File: config.mk
export PLATFORM = sky130hd
export DESIGN_NAME = ct_ct_addsub
export DESIGN_NICKNAME = d
export VERILOG_FILES = /design/src/rtl/ct_ct_addsub.sv
export SDC_FILE = /design/constraint.sdc
export NUM_CORES = 1
export LEC_CHECK = 0
export ABC_AREA = 1
export BUFFER_PORTS_ARGS = -buffer_cell sky130_fd_sc_hd__buf_2
export CORE_MARGIN = 2
export CORE_UTILIZATION = 50
export CTS_BUF_LIST = sky130_fd_sc_hd__clkbuf_2 sky130_fd_sc_hd__clkbuf_4 sky130_fd_sc_hd__clkbuf_8
export DETAILED_ROUTE_END_ITERATION = 10
export PLACE_DENSITY = 0.68
export SYNTH_ARGS = -nofsm -noshare
export SYNTH_HDL_FRONTEND = slang
export SYNTH_SLANG_ARGS = --single-unit
File: constraint.sdc
create_clock -name clk -period 2.1 [get_ports clk]
set_input_delay 0.21 -clock clk [delete_from_list [all_inputs] [get_ports clk]]
set_output_delay 0.21 -clock clk [all_outputs]
set_load 0.01 [all_outputs]
File: src/rtl/ct_ct_addsub.sv
// ct_ct_addsub: element-wise modular add/subtract of two ciphertexts.
// NUM_COMP polynomial components are processed in lockstep from one shared
// coefficient counter. Operands stream in from two read ports with RD_LAT
// cycles of latency, pass through one compute register, and leave through a
// single write port. A level start/done handshake drives the block.
module ct_ct_addsub #(
  parameter int N        = 8,
  parameter int K        = 8,
  parameter int Q        = (2 ** K) - 1,
  parameter int NUM_COMP = 2,
  parameter int RD_LAT   = 1
) (
  input  logic                    clk,
  input  logic                    reset,
  input  logic                    start,
  input  logic                    op_sub,
  output logic                    rd_en,
  output logic [$clog2(N)-1:0]    rd_addr,
  input  logic [NUM_COMP*K-1:0]   a_rd_data,
  input  logic [NUM_COMP*K-1:0]   b_rd_data,
  output logic                    wr_en,
  output logic [$clog2(N)-1:0]    wr_addr,
  output logic [NUM_COMP*K-1:0]   wr_data,
  output logic                    busy,
  output logic                    done
);

  localparam int AW = $clog2(N);
  localparam logic [AW-1:0] LAST_ADDR = AW'(N - 1);
  // The modulus is kept one bit wider than a coefficient so the raw sum and
  // the borrowed difference can be corrected without losing the carry bit.
  localparam logic [K:0] Q_EXT = (K + 1)'(Q);

  typedef enum logic [1:0] {
    S_IDLE  = 2'd0,
    S_RUN   = 2'd1,
    S_DRAIN = 2'd2,
    S_DONE  = 2'd3
  } state_e;

  state_e                  state_q, state_d;
  logic                    rd_en_q, rd_en_d;
  logic [AW-1:0]           rd_addr_q, rd_addr_d;
  logic                    op_q, op_d;
  logic                    busy_q, busy_d;
  logic                    done_q, done_d;

  // Read-side valid and address travel together for RD_LAT cycles so that
  // each returning operand word is paired with the index it was read from.
  logic [RD_LAT-1:0]       vld_q;
  logic [AW-1:0]           addr_pipe_q [RD_LAT];

  logic                    wr_en_q;
  logic [AW-1:0]           wr_addr_q;
  logic [NUM_COMP*K-1:0]   wr_data_q;
  logic [NUM_COMP*K-1:0]   res_s;

  // Modular add or subtract of one coefficient pair, computed in K+1 bits.
  // Inputs are assumed already reduced below Q; nothing checks that.
  function automatic logic [K-1:0] mod_addsub(
    input logic [K-1:0] a,
    input logic [K-1:0] b,
    input logic         sub
  );
    logic [K:0]   t;
    logic [K-1:0] r;
    if (sub) begin
      t = {1'b0, a} - {1'b0, b};
      if (a < b) begin
        r = K'(t + Q_EXT);
      end else begin
        r = K'(t);
      end
    end else begin
      t = {1'b0, a} + {1'b0, b};
      if (t >= Q_EXT) begin
        r = K'(t - Q_EXT);
      end else begin
        r = K'(t);
      end
    end
    return r;
  endfunction

  // Next-state logic for the sequencing FSM and the read-side outputs.
  always_comb begin
    state_d   = state_q;
    rd_en_d   = 1'b0;
    rd_addr_d = rd_addr_q;
    op_d      = op_q;
    case (state_q)
      S_IDLE: begin
        if (start) begin
          state_d   = S_RUN;
          rd_en_d   = 1'b1;
          rd_addr_d = '0;
          op_d      = op_sub;
        end else begin
          state_d = S_IDLE;
        end
      end
      S_RUN: begin
        // The final index ends the read phase; the counter never wraps.
        if (rd_addr_q == LAST_ADDR) begin
          state_d = S_DRAIN;
        end else begin
          rd_en_d   = 1'b1;
          rd_addr_d = rd_addr_q + AW'(1);
        end
      end
      S_DRAIN: begin
        // Writes come out in ascending order, so the write of the last index
        // is the last write of the operation.
        if (wr_en_q && (wr_addr_q == LAST_ADDR)) begin
          state_d = S_DONE;
        end else begin
          state_d = S_DRAIN;
        end
      end
      S_DONE: begin
        if (!start) begin
          state_d = S_IDLE;
        end else begin
          state_d = S_DONE;
        end
      end
      default: begin
        state_d = S_IDLE;
      end
    endcase
    busy_d = (state_d == S_RUN) || (state_d == S_DRAIN);
    done_d = (state_d == S_DONE);
  end

  // State register and registered control outputs.
  always_ff @(posedge clk or posedge reset) begin
    if (reset) begin
      state_q   <= S_IDLE;
      rd_en_q   <= 1'b0;
      rd_addr_q <= '0;
      op_q      <= 1'b0;
      busy_q    <= 1'b0;
      done_q    <= 1'b0;
    end else begin
      state_q   <= state_d;
      rd_en_q   <= rd_en_d;
      rd_addr_q <= rd_addr_d;
      op_q      <= op_d;
      busy_q    <= busy_d;
      done_q    <= done_d;
    end
  end

  // Per-component arithmetic; components share nothing, so no carry crosses
  // a K-bit boundary.
  always_comb begin
    res_s = '0;
    for (int c = 0; c < NUM_COMP; c++) begin
      res_s[c*K +: K] = mod_addsub(a_rd_data[c*K +: K], b_rd_data[c*K +: K], op_q);
    end
  end

  // Read-latency alignment pipeline and the single compute/write register.
  always_ff @(posedge clk or posedge reset) begin
    if (reset) begin
      vld_q     <= '0;
      for (int j = 0; j < RD_LAT; j++) begin
        addr_pipe_q[j] <= '0;
      end
      wr_en_q   <= 1'b0;
      wr_addr_q <= '0;
      wr_data_q <= '0;
    end else begin
      vld_q[0]       <= rd_en_q;
      addr_pipe_q[0] <= rd_addr_q;
      for (int j = 1; j < RD_LAT; j++) begin
        vld_q[j]       <= vld_q[j-1];
        addr_pipe_q[j] <= addr_pipe_q[j-1];
      end
      wr_en_q <= vld_q[RD_LAT-1];
      // Address and data hold their last value between operations.
      if (vld_q[RD_LAT-1]) begin
        wr_addr_q <= addr_pipe_q[RD_LAT-1];
        wr_data_q <= res_s;
      end
    end
  end

  assign rd_en   = rd_en_q;
  assign rd_addr = rd_addr_q;
  assign wr_en   = wr_en_q;
  assign wr_addr = wr_addr_q;
  assign wr_data = wr_data_q;
  assign busy    = busy_q;
  assign done    = done_q;

endmodule

==> results.sh <==
export IMPL_result_of_the_run="finished clean"
export IMPL_routed_wl_met3_um=419
export IMPL_wire_per_inst_um=11.9
export IMPL_layout_cell_area_non_filler_um2=5000
export IMPL_met1_length_um=4560
export IMPL_chipWidth_um=91.7
export IMPL_cts_htree_levels=2
export IMPL_met2_wirelength_um=4500
export IMPL_cts_tree="yes"
export IMPL_design_final_nets=784
export IMPL_drt_first_iter_violations=224
export IMPL_timing_hold_worst_start="op_sub"
export IMPL_first_pass_grt_wire_length_um=16200
export IMPL_cts_inserted_buffers=5
export IMPL_via_per_inst=5.02
export IMPL_critPathLaunch="b_rd_data[0]"
export IMPL_cap_viol_max_count=0
export IMPL_reg2reg_depth=6
export IMPL_routed_wire_length_um=9540
export IMPL_worst_slew_pin_transition_ns=0.420
export IMPL_drt_pass1_iter_count=4
export IMPL_vdd_ir_drop_max_v=0.000348
export IMPL_total_drc_errors_in_the_routed_layout=0
export IMPL_timing_critical_path_from_type="primary input"
export IMPL_clk_latency_ns=0.29
export IMPL_count_of_synthesis_stage_warnings_from_yosys=0
export IMPL_synthCells=582
export IMPL_grt_max_degree=34
export IMPL_clk_buf_depth=2
export IMPL_num_antenna_cells=0
export IMPL_xor_and_xnor_area_share_after_synthesis_pct=3.19
export IMPL_globalplace_congestion=0.896
export IMPL_cts_root_buffer="clkbuf_8"
export IMPL_initial_core_util_pct=52.4
export IMPL_numClockSinks=33
export IMPL_worst_clock_skew_ns=0.00840
export IMPL_layout_common_cells="nand2_1, inv_1, buf_4"
export IMPL_setup_worst_path_end_class="flop"
export IMPL_dominant_combinational_cell_family_by_area_after_synthesis="simple AND/OR/NAND/NOR gates"
export IMPL_report_final_hold_viol_count=0
export IMPL_synthToLayoutAreaGrowth_pct=30.3
export IMPL_fin_crit_ns=2.05
export IMPL_critical_path_max_fanout=4
export IMPL_fp_coreArea_um2=7330
export IMPL_antenna_violating_nets_left=0
export IMPL_pin_count=62
export IMPL_worstSetupPathType="primary input to flop"
export IMPL_mappedNetlistNets=661
export IMPL_antenna_found_initial=0
export IMPL_synth_compound_gate_area_share_pct=8.60
export IMPL_path_clk_slew_ns=0.06
export IMPL_synth_mux_area_share_pct=0.261
export IMPL_post_synth_fa_ha_maj_area_fraction_pct=14.8
export IMPL_fp_row_count=31
export IMPL_arrival_ns=2.27
export IMPL_timing_max_slew_rel_slack_pct=72.0
export IMPL_setup_repair_after_global_routing_missed_its_margin="true"
export IMPL_grt_pass1_vias=3784
export IMPL_power_density_nw_per_um2=810
export IMPL_min_path_type="primary input to flop"
export IMPL_synth_cell_types=44
export IMPL_layout_cells_most_common="nand2_1"
export IMPL_layout_filler_cells=671
export IMPL_synth_simple_area_share_pct=41.7
export IMPL_yosysSeqAreaShare_pct=21.5
export IMPL_final_setup_violation_count=0
export IMPL_report_power_total_w=0.00405
export IMPL_whs_ns=0.191
export IMPL_final_util_pct=68.3
export IMPL_ys_seq_elements=33
export IMPL_gr_usage_all_layers_pct=22.7
export IMPL_timing_hold_worst_path_depth=3
export IMPL_die_height_um=91.7
export IMPL_io_buffer_count=61
export IMPL_die_area_um2=8400
export IMPL_critPathRequiredTime_ns=2.33
export IMPL_syn_avg_cell_area_um2=6.60
export IMPL_power_static_leakage_nw=2.82
export IMPL_hpwl_um=7700
export IMPL_topRoutingLayerUsed="met4"
export IMPL_fraction_of_layout_cells_with_a_size_suffix_above_1_pct=30.0
export IMPL_regToRegStartpoint="rd_addr[0]$_DFFE_PP0P_"
export IMPL_gr_total_overflow=0
export IMPL_min_period_over_period_pct=97.4
export IMPL_vias_after_detailed_routing=4038
export IMPL_maxClockFrequency_mhz=489
export IMPL_slew_violations=0
export IMPL_dpl_cell_area_um2=4660
export IMPL_mappedNetlistArea_um2=3840
-- final cells by class --
| cell class | instances | area, um2 | area share (%) |
|---|---|---|---|
| multi-input combinational | 456 | 2820 | 56.4 |
| inverter | 79 | 297 | 5.92 |
| clock buffer | 5 | 68.8 | 1.38 |
| tap | 99 | 124 | 2.48 |
| sequential | 33 | 826 | 16.5 |
| timing repair buffer | 130 | 850 | 17.0 |
| clock inverter | 3 | 17.5 | 0.350 |
-- cells by family (layout without fill, tap and decap cells) --
logic type | count (synthesis) | after routing
and+or+nand+nor | 346 | 347
muxes | 1 | 1
AOI/OAI and AO/OA | 51 | 51
buffers and inverters | 94 | 217
xor gates and xnor gates | 14 | 14
DFF | 33 | 33
adders and majority gates | 43 | 43
-- where the power goes --
group          switching, W  total [W]  internal [W]
logic               0.00145    0.00246       0.00101
registers          0.000193    0.00114      0.000944
clock network      0.000225   0.000453      0.000228
-- worst max-delay path: stages --
cell	delay, ns
buf_8	0.10
ha_4	0.16
fa_2	0.59
nand2_1	0.08
nor2_2	0.13
nand3_2	0.12
nor2_4	0.15
nand3_4	0.11
buf_4	0.15
nand3_2	0.09
nand3_1	0.08
nand2_1	0.08
nand2_1	0.07
nand2_1	0.07
nand2_1	0.05
nand2_1	0.05
-- path summary, 6_finish.rpt --
| check | to | slack [ns] |
|---|---|---|
| worst min register to register | vld_q$_DFF_PP0_ | 0.37 |
| worst max-delay path | wr_data[3]$_DFFE_PP0P_ | 0.05 |
| min in group asynchronous | wr_data[2]$_DFFE_PP0P_ | 0.54 |
| worst max register to register | busy$_DFF_PP0_ | 0.52 |
| max in group asynchronous | wr_data[5]$_DFFE_PP0P_ | 1.27 |
| worst min-delay path | op_q$_DFFE_PP0P_ | 0.19 |
-- stage by stage --
step                worst slack [ns]  instances  setup TNS [ns]
global placement              -0.237        788           -2.77
global route                  -0.117        805          -0.454
CTS                          0.00748        798               0
floorplan                     0.0147        582               0
detailed placement            -0.296        788           -3.63
finish                        0.0538        805               0
-- timing repair --
item,CTS,global route
buffers inserted,0,8
resized for setup,0,42
cloned,1,0
pin swaps,3,27
hold endpoints to repair,1,0
hold buffers,1,0
endpoints found under the setup margin,2,16
-- sequential cells by signal (all words and copies together) (netlist names), 2 cells and up --
signal and flops:
wr_addr 3, wr_data 16, state_q 2, addr_pipe_q 3, rd_addr 3
-- layer usage --
metal  vias to the layer above  global-route usage, %
li1                       2098                      -
met1                      1853                   31.9
met2                        81                   38.3
met3                         6                   1.89
met4                         0                   4.80
met5                         -                      0
-- cell usage after synthesis (all sizes together) --
master | count | area, um2
or2 | 4 | 27.5
inv | 79 | 297
ha | 39 | 488
fa | 4 | 80.1
o31ai | 1 | 7.51
o21ai | 14 | 73.8
nand4 | 15 | 93.8
o21a | 3 | 22.5
and2 | 2 | 13.8
dfrtp | 33 | 826
o211ai | 3 | 22.5
nand3b | 3 | 22.5
nor2 | 43 | 174
xnor2 | 3 | 26.3
a31oi | 2 | 12.5
nor2b | 1 | 6.26
clkbuf | 5 | 18.8
xor2 | 11 | 96.3
mux2i | 1 | 10.0
nand3 | 69 | 408
a21boi | 1 | 18.8
a21oi | 24 | 150
o21bai | 1 | 7.51
nor3 | 3 | 20.0
nand2 | 205 | 830
buf | 10 | 68.8
and3 | 1 | 6.26
a21o | 2 | 15.0
No activity file was read; power rests on OpenSTA's default activity.
